==> src/rtl/crs_if.sv <==
// CRS system bus between the arbiter (master) and a responder (slave).
//   y_adr      12-bit bus address              master -> slave
//   y_wr_data  16-bit write data               master -> slave
//   y_wr       write strobe, one write/cycle   master -> slave
//   y_rd_data  16-bit registered read data     slave  -> master
interface crs_if;
    logic [11:0] y_adr;
    logic [15:0] y_wr_data;
    logic        y_wr;
    logic [15:0] y_rd_data;

    modport master (output y_adr, y_wr_data, y_wr, input y_rd_data);
    modport slave  (input y_adr, y_wr_data, y_wr, output y_rd_data);
endinterface

==> src/rtl/crs_slave.sv <==
// crs_slave: responder end of the CRS bus.
// Decodes bus cycles into RW control registers, RO status inputs, a one-shot
// pulse register and a write-to-push FIFO draining over valid/ready.
// Ports:
//   clk, rst   clock, synchronous active-high reset
//   bus        crs_if slave modport (address, write data/strobe, read data)
//   rw_regs    packed RW registers, reg i at [16*i+15:16*i]
//   ro_regs    packed RO status words, word i at [16*i+15:16*i]
//   pulse      one-cycle strobes written via 0x200
//   tx_data    FIFO head word (0 when empty)
//   tx_valid   FIFO not empty
//   tx_ready   consumer accept
//   tx_ovf     sticky overflow flag, cleared by writing 0x301 with bit15 set
module crs_slave #(
    parameter int          N_RW    = 8,
    parameter int          N_RO    = 8,
    parameter int          FIFO_AW = 4,
    parameter logic [15:0] ID_VAL  = 16'hC0DE
) (
    input  logic                 clk,
    input  logic                 rst,
    crs_if.slave                 bus,
    output logic [16*N_RW-1:0]   rw_regs,
    input  logic [16*N_RO-1:0]   ro_regs,
    output logic [15:0]          pulse,
    output logic [15:0]          tx_data,
    output logic                 tx_valid,
    input  logic                 tx_ready,
    output logic                 tx_ovf
);
    localparam logic [11:0] ADR_RO    = 12'h100;
    localparam logic [11:0] ADR_PULSE = 12'h200;
    localparam logic [11:0] ADR_PUSH  = 12'h300;
    localparam logic [11:0] ADR_STAT  = 12'h301;
    localparam logic [11:0] ADR_ID    = 12'hFFF;
    localparam int          DEPTH     = 1 << FIFO_AW;
    localparam logic [FIFO_AW:0] CNT_FULL = (FIFO_AW+1)'(DEPTH);

    logic [15:0]        rw_q [N_RW];
    logic [15:0]        mem  [DEPTH];
    logic [FIFO_AW-1:0] wr_ptr, rd_ptr;
    logic [FIFO_AW:0]   count;
    logic               full, empty, push, pop, do_push, ovf_set, ovf_clr;
    logic [15:0]        status, rd_next;

    for (genvar g = 0; g < N_RW; g++) begin : g_rw_out
        assign rw_regs[16*g +: 16] = rw_q[g];
    end

    assign full     = (count == CNT_FULL);
    assign empty    = (count == '0);
    assign tx_valid = !empty;
    assign tx_data  = tx_valid ? mem[rd_ptr] : 16'h0000;

    assign push     = bus.y_wr && (bus.y_adr == ADR_PUSH);
    assign pop      = tx_valid && tx_ready;
    // A pop in the same cycle frees the slot, so a push to a full FIFO is
    // accepted rather than counted as an overflow.
    assign do_push  = push && (!full || pop);
    assign ovf_set  = push && full && !pop;
    assign ovf_clr  = bus.y_wr && (bus.y_adr == ADR_STAT) && bus.y_wr_data[15];

    always_comb begin
        status            = '0;
        status[15]        = tx_ovf;
        status[14]        = full;
        status[13]        = empty;
        status[FIFO_AW:0] = count;
    end

    // Read decode; unmapped addresses (incl. pulse and push ports) read 0.
    always_comb begin
        rd_next = '0;
        for (int i = 0; i < N_RW; i++)
            if (bus.y_adr == 12'(i)) rd_next = rw_q[i];
        for (int i = 0; i < N_RO; i++)
            if (bus.y_adr == 12'(ADR_RO + 12'(i))) rd_next = ro_regs[16*i +: 16];
        if (bus.y_adr == ADR_STAT) rd_next = status;
        if (bus.y_adr == ADR_ID)   rd_next = ID_VAL;
    end

    // Registered read: samples pre-write state, so a same-cycle write is
    // visible only on the following read.
    always_ff @(posedge clk) begin
        if (rst) bus.y_rd_data <= '0;
        else     bus.y_rd_data <= rd_next;
    end

    always_ff @(posedge clk) begin
        if (rst) begin
            for (int i = 0; i < N_RW; i++) rw_q[i] <= '0;
            pulse <= '0;
        end else begin
            for (int i = 0; i < N_RW; i++)
                if (bus.y_wr && bus.y_adr == 12'(i)) rw_q[i] <= bus.y_wr_data;
            pulse <= (bus.y_wr && bus.y_adr == ADR_PULSE) ? bus.y_wr_data : 16'h0000;
        end
    end

    // FIFO storage needs no reset: tx_data is masked by tx_valid.
    always_ff @(posedge clk) begin
        if (!rst && do_push) mem[wr_ptr] <= bus.y_wr_data;
    end

    always_ff @(posedge clk) begin
        if (rst) begin
            wr_ptr <= '0;
            rd_ptr <= '0;
            count  <= '0;
            tx_ovf <= 1'b0;
        end else begin
            if (do_push) wr_ptr <= wr_ptr + 1'b1;
            if (pop)     rd_ptr <= rd_ptr + 1'b1;
            case ({do_push, pop})
                2'b10:   count <= count + 1'b1;
                2'b01:   count <= count - 1'b1;
                default: count <= count;
            endcase
            // Overflow takes priority over a simultaneous clear.
            if (ovf_set)      tx_ovf <= 1'b1;
            else if (ovf_clr) tx_ovf <= 1'b0;
        end
    end
endmodule
==> src/flat_wrapper.sv <==
// flat-port wrapper written by rule: the top's interface ports become plain ports
module crs_slave_flat 
#(
    parameter int          N_RW    = 8,
    parameter int          N_RO    = 8,
    parameter int          FIFO_AW = 4,
    parameter logic [15:0] ID_VAL  = 16'hC0DE
)
  (clk, rst, rw_regs, ro_regs, pulse, tx_data, tx_valid, tx_ready, tx_ovf, bus_y_adr, bus_y_wr_data, bus_y_wr, bus_y_rd_data);
  crs_if bus_i ();
  input  logic clk;
  input  logic rst;
  output logic [16*N_RW-1:0] rw_regs;
  input  logic [16*N_RO-1:0] ro_regs;
  output logic [15:0] pulse;
  output logic [15:0] tx_data;
  output logic tx_valid;
  input  logic tx_ready;
  output logic tx_ovf;
  input wire logic [$bits(bus_i.y_adr)-1:0] bus_y_adr;
  input wire logic [$bits(bus_i.y_wr_data)-1:0] bus_y_wr_data;
  input wire logic [$bits(bus_i.y_wr)-1:0] bus_y_wr;
  output wire logic [$bits(bus_i.y_rd_data)-1:0] bus_y_rd_data;
  assign bus_i.y_adr = bus_y_adr;
  assign bus_i.y_wr_data = bus_y_wr_data;
  assign bus_i.y_wr = bus_y_wr;
  assign bus_y_rd_data = bus_i.y_rd_data;
  crs_slave #(.N_RW(N_RW), .N_RO(N_RO), .FIFO_AW(FIFO_AW), .ID_VAL(ID_VAL)) u_core (.clk(clk), .rst(rst), .bus(bus_i), .rw_regs(rw_regs), .ro_regs(ro_regs), .pulse(pulse), .tx_data(tx_data), .tx_valid(tx_valid), .tx_ready(tx_ready), .tx_ovf(tx_ovf));
endmodule
==> config.mk <==
export PLATFORM = sky130hd
export DESIGN_NAME = crs_slave_flat
export DESIGN_NICKNAME = d
export VERILOG_FILES = /design/src/rtl/crs_if.sv /design/src/rtl/crs_slave.sv /design/src/flat_wrapper.sv
export SDC_FILE = /design/constraint.sdc
export NUM_CORES = 1
export LEC_CHECK = 0
export CORE_MARGIN = 5
export CORE_UTILIZATION = 25
export CTS_CLUSTER_DIAMETER = 200
export DETAILED_ROUTE_END_ITERATION = 16
export PLACE_DENSITY = 0.51
export SLEW_MARGIN = 20
export SYNTH_ARGS = -nofsm -noshare
export SYNTH_HDL_FRONTEND = slang
export SYNTH_SLANG_ARGS = --single-unit
==> constraint.sdc <==
create_clock -name clk -period 5.8 [get_ports clk]
set_input_delay 1.74 -clock clk [delete_from_list [all_inputs] [get_ports clk]]
set_output_delay 1.74 -clock clk [all_outputs]
set_load 0.03 [all_outputs]
# Word level (Yosys, flattened, before mapping)
# Memory sizes are Yosys's and may differ from the RTL's. A register that Yosys moved wholly into a read port is not among the register bits.
# Cells that the tools add are included.
[classes] n_addsub=4 n_eq_ne=22 n_mux=60 bitwise=9 reduce_logical=29
[op_table] op="$mux 16" count=27
[op_table] op="$eq 12x9->1 const B" count=8
[op_table] op="$eq 12x3->1 const B" count=4
[op_table] op="$eq 12x10->1 const B" count=3
[op_table] op="$mux 1" count=30
[op_table] op="$eq 12x2->1 const B" count=2
[op_table] op="$logic_and 1x1->1" count=17
[op_table] op="$eq 12x1->1 const B" count=1
[op_table] op="$eq 12x12->1 const B" count=1
[op_table] op="$logic_not 12->1" count=1
[op_table] op="$pmux 5 s2" count=1
[op_table] op="$add 4x1->4 const B" count=2
[op_table] op="$mux 4" count=2
[op_table] op="$or 1x1->1" count=8
[op_table] op="$add 5x1->5 const B" count=1
[op_table] op="$eq 5x5->1 const B" count=1
[op_table] op="$logic_not 5->1" count=1
[op_table] op="$sub 5x1->5 const B" count=1
[op_table] op="$logic_not 1->1" count=4
[op_table] op="$reduce_bool 2->1" count=2
[op_table] op="$reduce_or 2->1" count=2
[op_table] op="$reduce_or 3->1" count=1
[op_table] op="$eq 2x1->1 const B" count=1
[op_table] op="$eq 2x2->1 const B" count=1
[op_table] op="2 further kinds" count=2
[totals] ff_bits=46 mem_bits_rw=384 in_bits=160 out_inout_bits=178 word_cells=134 memories=2
[mem_list] memory="u_core.mem" words=16 word_bits=16 rd=1 rd_clocked_by_memory_dff=1 write_ports=1 line="crs_slave.sv:40" source="logic [15:0] mem [DEPTH];"
[mem_list] memory="u_core.rw_q" words=8 word_bits=16 rd=8 rd_clocked_by_memory_dff=0 write_ports=8 line="crs_slave.sv:39" source="logic [15:0] rw_q [N_RW];"

# Logic depth before layout (Yosys ltp)
# Gate-level depths: netlist (run 1).
[depth] word_depth=19 depth_mapped=11 mapped_depth_nobuf=10

# Least setup slack after synthesis (run 1)
# No wires, ideal clock.
[synth_path] path_type="in2reg" startpoint="input bus_y_adr[4]" endpoint="memory u_core.mem[15][0], enable pin" setup_time_ns=0.388 t_arrival_ns=3.857 t_required_ns=5.412 path_slack_ns=1.554 cell_stages=7 path_buffers=2 path_cell_list="or4_4 -> buf_6 -> nor4_4 -> and3_1 -> buf_2 -> nand2_1 -> nor2_1"
[synth_between] elab_chain_len=6
[synth_rtl] item="start: declaration" line="flat_wrapper.sv:20" source="input wire logic [$bits(bus_i.y_adr)-1:0] bus_y_adr;"
[synth_rtl] item="$eq 12x10->1" line="crs_slave.sv:55" source="assign push = bus.y_wr && (bus.y_adr == ADR_PUSH);"
[synth_rtl] item="$logic_and 1x1->1" line="crs_slave.sv:55"
[synth_rtl] item="$logic_and 1x1->1" line="crs_slave.sv:59" source="assign do_push = push && (!full || pop);"
[synth_rtl] item="$logic_and 1x1->1" line="crs_slave.sv:102" source="if (!rst && do_push) mem[wr_ptr] <= bus.y_wr_data;"
[synth_rtl] item="$mux 1" line="crs_slave.sv:102"
[synth_rtl] item="$mux 1 (implied by the code)" line="crs_slave.sv:102"
[synth_rtl] item="end: declaration" line="crs_slave.sv:40"
# No other way between the ends.

==> impl_metrics.toml, run 1 <==
[synthesis]
synth.top_cell.area_share = 0.611
ys.warnings.count = 0
ys_types = 72
seq_area_frac_synth = 0.665
yosys-top-cells-area = "edfxtp_1, mux4_2, dfxtp_1, nor2_1, nand2_1"
synthAdderAreaFrac = 0.00637
synth_largest_area_cell = "edfxtp_1"
avgSynthCellArea_um2 = 14.7
yosys.area_share.xor_xnor = 0.00464
synthSimpleGateAreaFrac = 0.100
synth_top_family_by_area = "multiplexers"
synthCells = 1282
synth_edf_count = 384
synth_seq_cells = 434
synth_fp_nets = 1451
synth_area_mm2 = 0.0189
synth-compound-area-share = 0.0778
async_flop_share = 0
synth_ff_type = "edfxtp_1"
synthMuxAreaShare = 0.122

[drt]
drc = 0
drt_iter0_drc = 1449
wl_per_cell_um = 28.2
met2RoutedLength_um = 35500
route.met3.wl_um = 7130
vias_per_cell = 5.08
wl_met1_um = 29900
dr.pass1.iters = 5
ant_nets = 0
route.vias.total = 13600
drt-total-wl_um = 75100
maxUsedRoutingLayer = "met4"

[setup_path]
critPathRequiredTime_ns = 4.06
end_kind = "primary output"
path_common_cell = "mux4_2"
path_cells = "buf_12 > mux4_2 > mux4_2 > nor2b_1 > clkdlybuf4s50_1"
crit_arrival_ns = 3.38
crit_path_max_fanout = 28
critPathTopFamily = "multiplexers"
critPathSlowestCell = "dfxtp_4"
critPathKind = "reg2out"
worst-path-buf-inv = 2
start_kind = "register"
slowest_delay_ns = 0.60

[cts]
cts_hold_buf = 0
clock-sinks = 434
cts_buffers = 49
cts_tree = "built"
insertion_delay_ns = 0.59
cts_root_buffer = "clkbuf_16"
cts_setup_buffers = 0
cts_resized = 0
htree_levels = 2
clk_pin_slew_worst_paths_ns = 0.05
clock_path_buffers = 3

[placed_design]
dp_hpwl_um = 55700
place_ws_ns = 0.809
port-buffer-count = 337
finalWeightedCongestion = 0.935

[die]
die-area_mm2 = 0.0810
coreArea_mm2 = 0.0746
fp.dieH_um = 285
rows = 100
dieWidth_um = 285
ios = 338
initial_core_util = 0.253

[power]
p_seq_frac = 0.415
p_comb_frac = 0.223
pwr-share-clk = 0.362
intPower_mw = 6.22
p_sw_mw = 2.50
p_total_mw = 8.72
powerDensity_mw_per_mm2 = 345
peakVddDrop_v = 0.000196
power.leakage_nw = 8.19
switching_share = 0.287

[sta]
setup_viol = 0
hold_viol = 0
period_share = 0.883
rsz0062_at_grt = "false"
tns_ns = 0
worst_slack_ns = 0.680
tightest_slew_ns = 0.942
relSlewSlack = 0.371
finalCriticalPeriod_ns = 5.12
worst_clock_skew_ns = 0.0347
fmax_ghz = 0.195
drv_slew = 0

[min_path]
min_path_type = "reg2reg"

[finish]
fin_nets = 1828
drive_gt1_frac = 0.154
syn_to_final_growth_pct = 33.9
fillers = 7345

[global_routing]
grt-ovfl-total = 0
grt_util_all_layers = 0.179
grt_pass1_vias = 14000
antenna_found_initial = 0
grt_max_degree = 65
grt_pass1_wl_um = 106000

[outcome]
status = "complete, no violations"

[flow_run]
drv_cap = 0
==> sequential cells by signal, indices dropped and copies added (netlist names), named ones only <==
register	count
u_core.mem	256
u_core.wr_ptr	4
u_core.tx_ovf	1
u_core.bus.y_rd_data	16
u_core.count	5
u_core.rd_ptr	4
u_core.rw_q	128
u_core.pulse	16
==> power by group through the flow <==
stage	combinational [mW]	clock, mW	sequential, mW
2_1_floorplan	1.04	0	3.70
3_3_place_gp	1.98	0	3.69
3_5_place_dp	1.98	0	3.68
4_1_cts	1.99	3.23	3.62
5_1_grt	2.09	3.37	3.63
6_report	1.94	3.16	3.62
==> metal layers <==
metal,track usage,up-vias
met2,0.291,798
met1,0.236,6874
li1,-,5749
met4,0.0553,0
met3,0.0466,140
met5,0,-
==> worst reg2reg max path, stage by stage, from the launching register on <==
cell,delay (ns)
dfxtp_1,0.37
or4_1,0.58
o21ai_1,0.38
a21o_1,0.20
inv_1,0.10
ha_1,0.33
a21o_1,0.17
a21oi_1,0.17
mux2i_1,0.25
xnor2_1,0.14
nor2_1,0.05
==> final timing paths <==
check        depth (start not counted)              from         endpoint  slack [ns]
max                                  5          register       tx_data[4]        0.68
max reg2reg                         10   u_core.count[0]  u_core.count[4]        2.95
min reg2reg                          2  u_core.rd_ptr[1]         register        0.49
min                                  2  u_core.rd_ptr[1]         register        0.49
==> layout make-up <==
type / instances / area, µm² / share of cell area
Sequential cell: 434 / 12500 / 0.496
Multi-Input combinational cell: 739 / 5880 / 0.233
Timing Repair Buffer: 403 / 3900 / 0.154
Clock buffer: 60 / 1270 / 0.0502
Tap cell: 969 / 1210 / 0.0480
Clock inverter: 30 / 344 / 0.0136
Inverter: 32 / 120 / 0.00476
Antenna cell: 1 / 2.50 / 0.0000991
==> cells in the mapped netlist, drive strengths merged (3+ instances only) <==
library cell and count:
mux2 9, a21oi 43, ha 8, o211ai 7, inv 32, o32ai 4
o2111ai 3, or4 4, o2bb2ai 4, nand2b 7, buf 36, nor2 182
nand3 26, o22ai 30, o32a 3, clkbuf 41, nor4 10, a31oi 8
a22oi 10, mux4 87, edfxtp 384, o221ai 14, a221oi 12, mux2i 24
o22a 5, nand3b 5, nor2b 22, nor3 10, xnor2 5, and2 17
a221o 3, dfxtp 50, nand2 76, a211oi 9, a22o 7, or3 5
nand4 9, o21a 4, or2 3, o21ai 34, a21o 3, xor2 5
==> cells by family (layout without fill, tap and decap cells) <==
group,after synthesis,count (layout)
AND/OR/NAND/NOR,385,385
multiplexers,120,120
adder cells (fa/ha/maj),9,9
buffers and inverters,109,525
XOR/XNOR,10,10
flip-flops,434,434
AO/OA/AOI/OAI,215,215
other,0,1
==> stage by stage <==
step	instances	utilization	hold WS, ns	cell area, µm²
after floorplan	1282	-	0.468	18900
after global placement	2577	0.317	0.473	23600
after detailed placement	2577	0.317	0.486	23600
after CTS	2667	0.339	0.494	25300
after global routing	2667	0.339	0.521	25300
final	2668	0.339	0.489	25300
==> placed cells by master, fill, tap and decap left out, types with 9 or more instances in the layout <==
cell type / count
a21oi_1: 43
clkinv_1: 9
buf_4: 64
mux2_2: 9
clkdlybuf4s50_1: 335
o22ai_1: 30
dfxtp_1: 48
o221ai_1: 14
clkbuf_1: 11
nand3_1: 22
clkbuf_16: 49
nand4_1: 9
nor2_1: 176
and2_1: 16
a221oi_1: 12
a211oi_1: 9
o21ai_0: 33
nand2_1: 76
edfxtp_1: 384
a22oi_1: 10
nor2b_1: 22
mux2i_1: 24
mux4_2: 87
inv_1: 32
(Power assumes the default switching activity.)
==> inputs of run 2 (changes only) <==
CELL_PAD_IN_SITES_DETAIL_PLACEMENT = 0   (was unset)
CELL_PAD_IN_SITES_GLOBAL_PLACEMENT = 1   (was unset)
PLACE_DENSITY = 0.58   (was 0.51)
SLEW_MARGIN = 10   (was 20)
==> impl_metrics.toml, run 2 (same netlist as run 1, synthesis figures left out) <==
[drt]
vias_per_cell = 5.06
dr.pass1.iters = 5
drt_iter0_drc = 1452
drt-total-wl_um = 75200
drc = 0
ant_nets = 0
wl_per_cell_um = 28.1
route.vias.total = 13500

[cts]
cts_root_buffer = "clkbuf_16"
insertion_delay_ns = 0.61
cts_resized = 0
cts_setup_buffers = 0
htree_levels = 2
cts_hold_buf = 0
clock-sinks = 434
cts_tree = "built"
cts_buffers = 50
clock_path_buffers = 3
clk_pin_slew_worst_paths_ns = 0.06

[finish]
layout_commonest_cell = "edfxtp_1"
reg.largest.list = "u_core.mem (256), u_core.rw_q (128)"
largest_register_ff_count = 256
mostFrequentLayoutCells = "edfxtp_1, clkdlybuf4s50_1, nor2_1"
syn_to_final_growth_pct = 34.2
largest_register = "u_core.mem"
final_area_mm2 = 0.0253
drive_gt1_frac = 0.155
fin_nets = 1833

[sta]
tightest_slew_ns = 0.945
worst_clock_skew_ns = 0.0162
relSlewSlack = 0.369
finalCriticalPeriod_ns = 5.33
hold_viol = 0
setup_viol = 0
tns_ns = 0
fmax_ghz = 0.188
period_share = 0.919
drv_slew = 0
rsz0062_at_grt = "false"

[min_path]
min_path_type = "reg2reg"
hold_depth = 2
worstHoldStart = "u_core.rd_ptr[1]"

[die]
dieWidth_um = 285
initial_core_util = 0.253
fp.dieH_um = 285
coreArea_mm2 = 0.0746
rows = 100
ios = 338
die-area_mm2 = 0.0810

[setup_path]
reg2reg_to = "u_core.count[4]"
r2r_cells = 10
rr_startpoint = "u_core.count[0]"
r2r_slack_ns = 2.96
critPathSlowestCell = "dfxtp_4"
path_common_cell = "mux4_2"
path_cells = "buf_4 > mux4_2 > mux4_2 > nor2b_1 > clkdlybuf4s50_1"
critPathRequiredTime_ns = 4.06
crit_arrival_ns = 3.59
worst-path-buf-inv = 2
slowest_delay_ns = 0.70
start_kind = "register"
crit_path_max_fanout = 26
critPathKind = "reg2out"
end_kind = "primary output"
critPathTopFamily = "multiplexers"

[global_routing]
grt_max_degree = 34
grt-ovfl-total = 0
grt_pass1_vias = 14100
grt_util_all_layers = 0.178
grt_pass1_wl_um = 106000
antenna_found_initial = 2

[placed_design]
dp_hpwl_um = 55500
finalWeightedCongestion = 0.903
port-buffer-count = 337
dpl_cell_area_mm2 = 0.0237

[outcome]
status = "complete, no violations"

[power]
p_total_mw = 8.71
powerDensity_mw_per_mm2 = 344
power.leakage_nw = 8.21
peakVddDrop_v = 0.000212

[flow_run]
drv_cap = 0
run 2: final cells by class:
type	instances	area [µm²]
repair buffers	407	3920
fillers	7351	49300
flip-flops and latches	434	12500
clock buffers	63	1320
diodes	2	5.00
well taps	969	1210
clock inverters	30	312
multi-input cells	739	5880
inverters	32	120
run 2: worst reg2reg max path, cell delays in order (launching register included):
cell and delay, ns:
dfxtp_1 0.39, or4_1 0.60, o21ai_1 0.36, a21o_1 0.20, inv_1 0.10, ha_1 0.32, a21o_1 0.17, a21oi_1 0.17
mux2i_1 0.24, xnor2_1 0.14, nor2_1 0.05
run 2: power breakdown:
part / total [mW] / switching (mW) / internal [mW]
clock network: 3.16 / 1.31 / 1.84
logic: 1.91 / 1.05 / 0.863
registers: 3.65 / 0.163 / 3.48
run 2: how the worst max path moves through the flow:
stage	endpoint	slack [ns]	cells past startpoint
finish	tx_data[12]	0.47	5
global route	tx_data[5]	0.28	5
CTS	tx_data[12]	0.36	5
detailed placement	u_core.count[4]	0.83	11
global placement	u_core.count[4]	0.79	11
floorplan	u_core.mem[15][0]	1.55	7
run 2: routing by layer:
metal / track usage / vias up / part of all wire
li1: - / 5769 / -
met1: 0.239 / 7008 / 0.42
met2: 0.292 / 646 / 0.48
met3: 0.0389 / 107 / 0.072
met4: 0.0509 / 0 / 0.029
met5: 0 / - / 0
run 2: through the flow:
step	setup WS, ns	hold slack, ns	util	std cells
after floorplan	1.55	0.468	-	1282
after global placement	0.793	0.478	0.317	2581
after detailed placement	0.834	0.481	0.317	2581
after CTS	0.360	0.489	0.339	2674
after global routing	0.278	0.520	0.339	2675
final	0.471	0.484	0.339	2676
==> inputs of run 3 (changes only) <==
CORE_UTILIZATION = 40   (was 25)
PLACE_DENSITY = 0.82   (was 0.58)
==> impl_metrics.toml, run 3 (same netlist as run 1, synthesis figures left out) <==
[global_routing]
grt_pass1_vias = 13700
grt_pass1_wl_um = 96100
antenna_found_initial = 3
grt_max_degree = 65
grt-ovfl-total = 0
grt_util_all_layers = 0.254

[cts]
cts_resized = 0
clk_pin_slew_worst_paths_ns = 0.06
cts_buffers = 44
clock_path_buffers = 3
cts_root_buffer = "clkbuf_16"
cts_hold_buf = 0
htree_levels = 2
cts_tree = "built"
insertion_delay_ns = 0.58
clock-sinks = 434
cts_setup_buffers = 0

[sta]
drv_slew = 0
fmax_ghz = 0.194
tightest_slew_ns = 0.952
relSlewSlack = 0.364
finalCriticalPeriod_ns = 5.17
tns_ns = 0
setup_viol = 0
rsz0062_at_grt = "false"
hold_viol = 0
period_share = 0.891
worst_clock_skew_ns = 0.0210

[setup_path]
path_common_cell = "mux4_2"
slowest_delay_ns = 0.63
critPathRequiredTime_ns = 4.06
path_cells = "buf_4 > mux4_2 > mux4_2 > nor2b_1 > clkdlybuf4s50_1"
critPathSlowestCell = "clkdlybuf4s50_1"
crit_arrival_ns = 3.43
end_kind = "primary output"
critPathKind = "reg2out"
crit_path_max_fanout = 18
start_kind = "register"
rr_startpoint = "u_core.count[0]"

[finish]
layout_commonest_cell = "edfxtp_1"
fin_cells = 2300
final_area_mm2 = 0.0246
drive_gt1_frac = 0.151
syn_to_final_growth_pct = 30.4
fillers = 3826
reg.largest.list = "u_core.mem (256), u_core.rw_q (128)"
largest_register_ff_count = 256
largest_register = "u_core.mem"
fin_nets = 1824
mostFrequentLayoutCells = "edfxtp_1, clkdlybuf4s50_1, nor2_1"

[drt]
vias_per_cell = 6.02
drt_iter0_drc = 1910
ant_nets = 0
route.vias.total = 13800
drc = 0
drt-total-wl_um = 67400
dr.pass1.iters = 6
wl_per_cell_um = 29.3

[power]
peakVddDrop_v = 0.000277
p_total_mw = 8.24
power.leakage_nw = 8.09
powerDensity_mw_per_mm2 = 335

[flow_run]
drv_cap = 0

[min_path]
min_path_type = "reg2reg"
worstHoldStart = "u_core.rd_ptr[1]"

[placed_design]
dpl_cell_area_mm2 = 0.0232
finalWeightedCongestion = 0.999
dp.cells = 2216
dp_hpwl_um = 48500
port-buffer-count = 337

[die]
ios = 338
dieWidth_um = 227
initial_core_util = 0.405
die-area_mm2 = 0.0516
rows = 79
fp.dieH_um = 227
coreArea_mm2 = 0.0466

[outcome]
status = "complete, no violations"
[run 3: changes by cell type in the layout (fill, tap and decap cells not counted), sizes merged]
cell      previous run  this run
clkinv              21        14
buf                 72        69
bufinv               5         2
inv                 33        35
clkinvlp             3         1
clkbuf              63        61
diode                2         3
[run 3: metal layers]
| metal | vias up | global-route usage | wire length, µm |
|---|---|---|---|
| met5 | - | 0 | 0 |
| met4 | 0 | 0.0789 | 2420 |
| met3 | 157 | 0.0712 | 7570 |
| met2 | 936 | 0.395 | 31500 |
| met1 | 6999 | 0.350 | 26000 |
| li1 | 5747 | - | - |
[run 3: path summary, 6_finish.rpt]
path	end	slack, ns	cells after the start
hold reg to reg	u_core.rd_ptr[1]	0.52	2
hold / removal	u_core.rd_ptr[1]	0.52	2
setup reg to reg	u_core.count[4]	2.98	10
setup / recovery	tx_data[3]	0.63	5
[run 3: final cells by class]
cell class	instances	area, µm²	area share
Antenna cell	3	7.51	0.000305
Sequential cell	434	12500	0.510
Tap cell	607	759	0.0309
Timing Repair Buffer	404	3890	0.158
Clock buffer	61	1220	0.0495
Inverter	32	120	0.00489
Clock inverter	20	175	0.00712
Multi-Input combinational cell	739	5880	0.239
[run 3: report_power, final]
part / internal (mW) / switching [mW] / total [mW]
logic: 0.847 / 1.02 / 1.87
clock network: 1.57 / 1.19 / 2.76
registers: 3.48 / 0.126 / 3.61
[run 3: stage by stage]
step | utilization | hold WS (ns) | setup slack, ns
6_report | 0.528 | 0.518 | 0.634
5_1_grt | 0.528 | 0.569 | 0.468
4_1_cts | 0.528 | 0.516 | 0.547
3_5_place_dp | 0.498 | 0.492 | 0.760
3_3_place_gp | 0.498 | 0.485 | 0.889
2_1_floorplan | - | 0.468 | 1.55
[run 3: worst max-delay path, delay by kind of cell, from the launching register on]
kind / cells / cell delay, ns
AND/OR/NAND/NOR: 1 / 0.15
buffers and inverters: 2 / 1.02
multiplexers: 2 / 1.11
flip-flops: 1 / 0.58
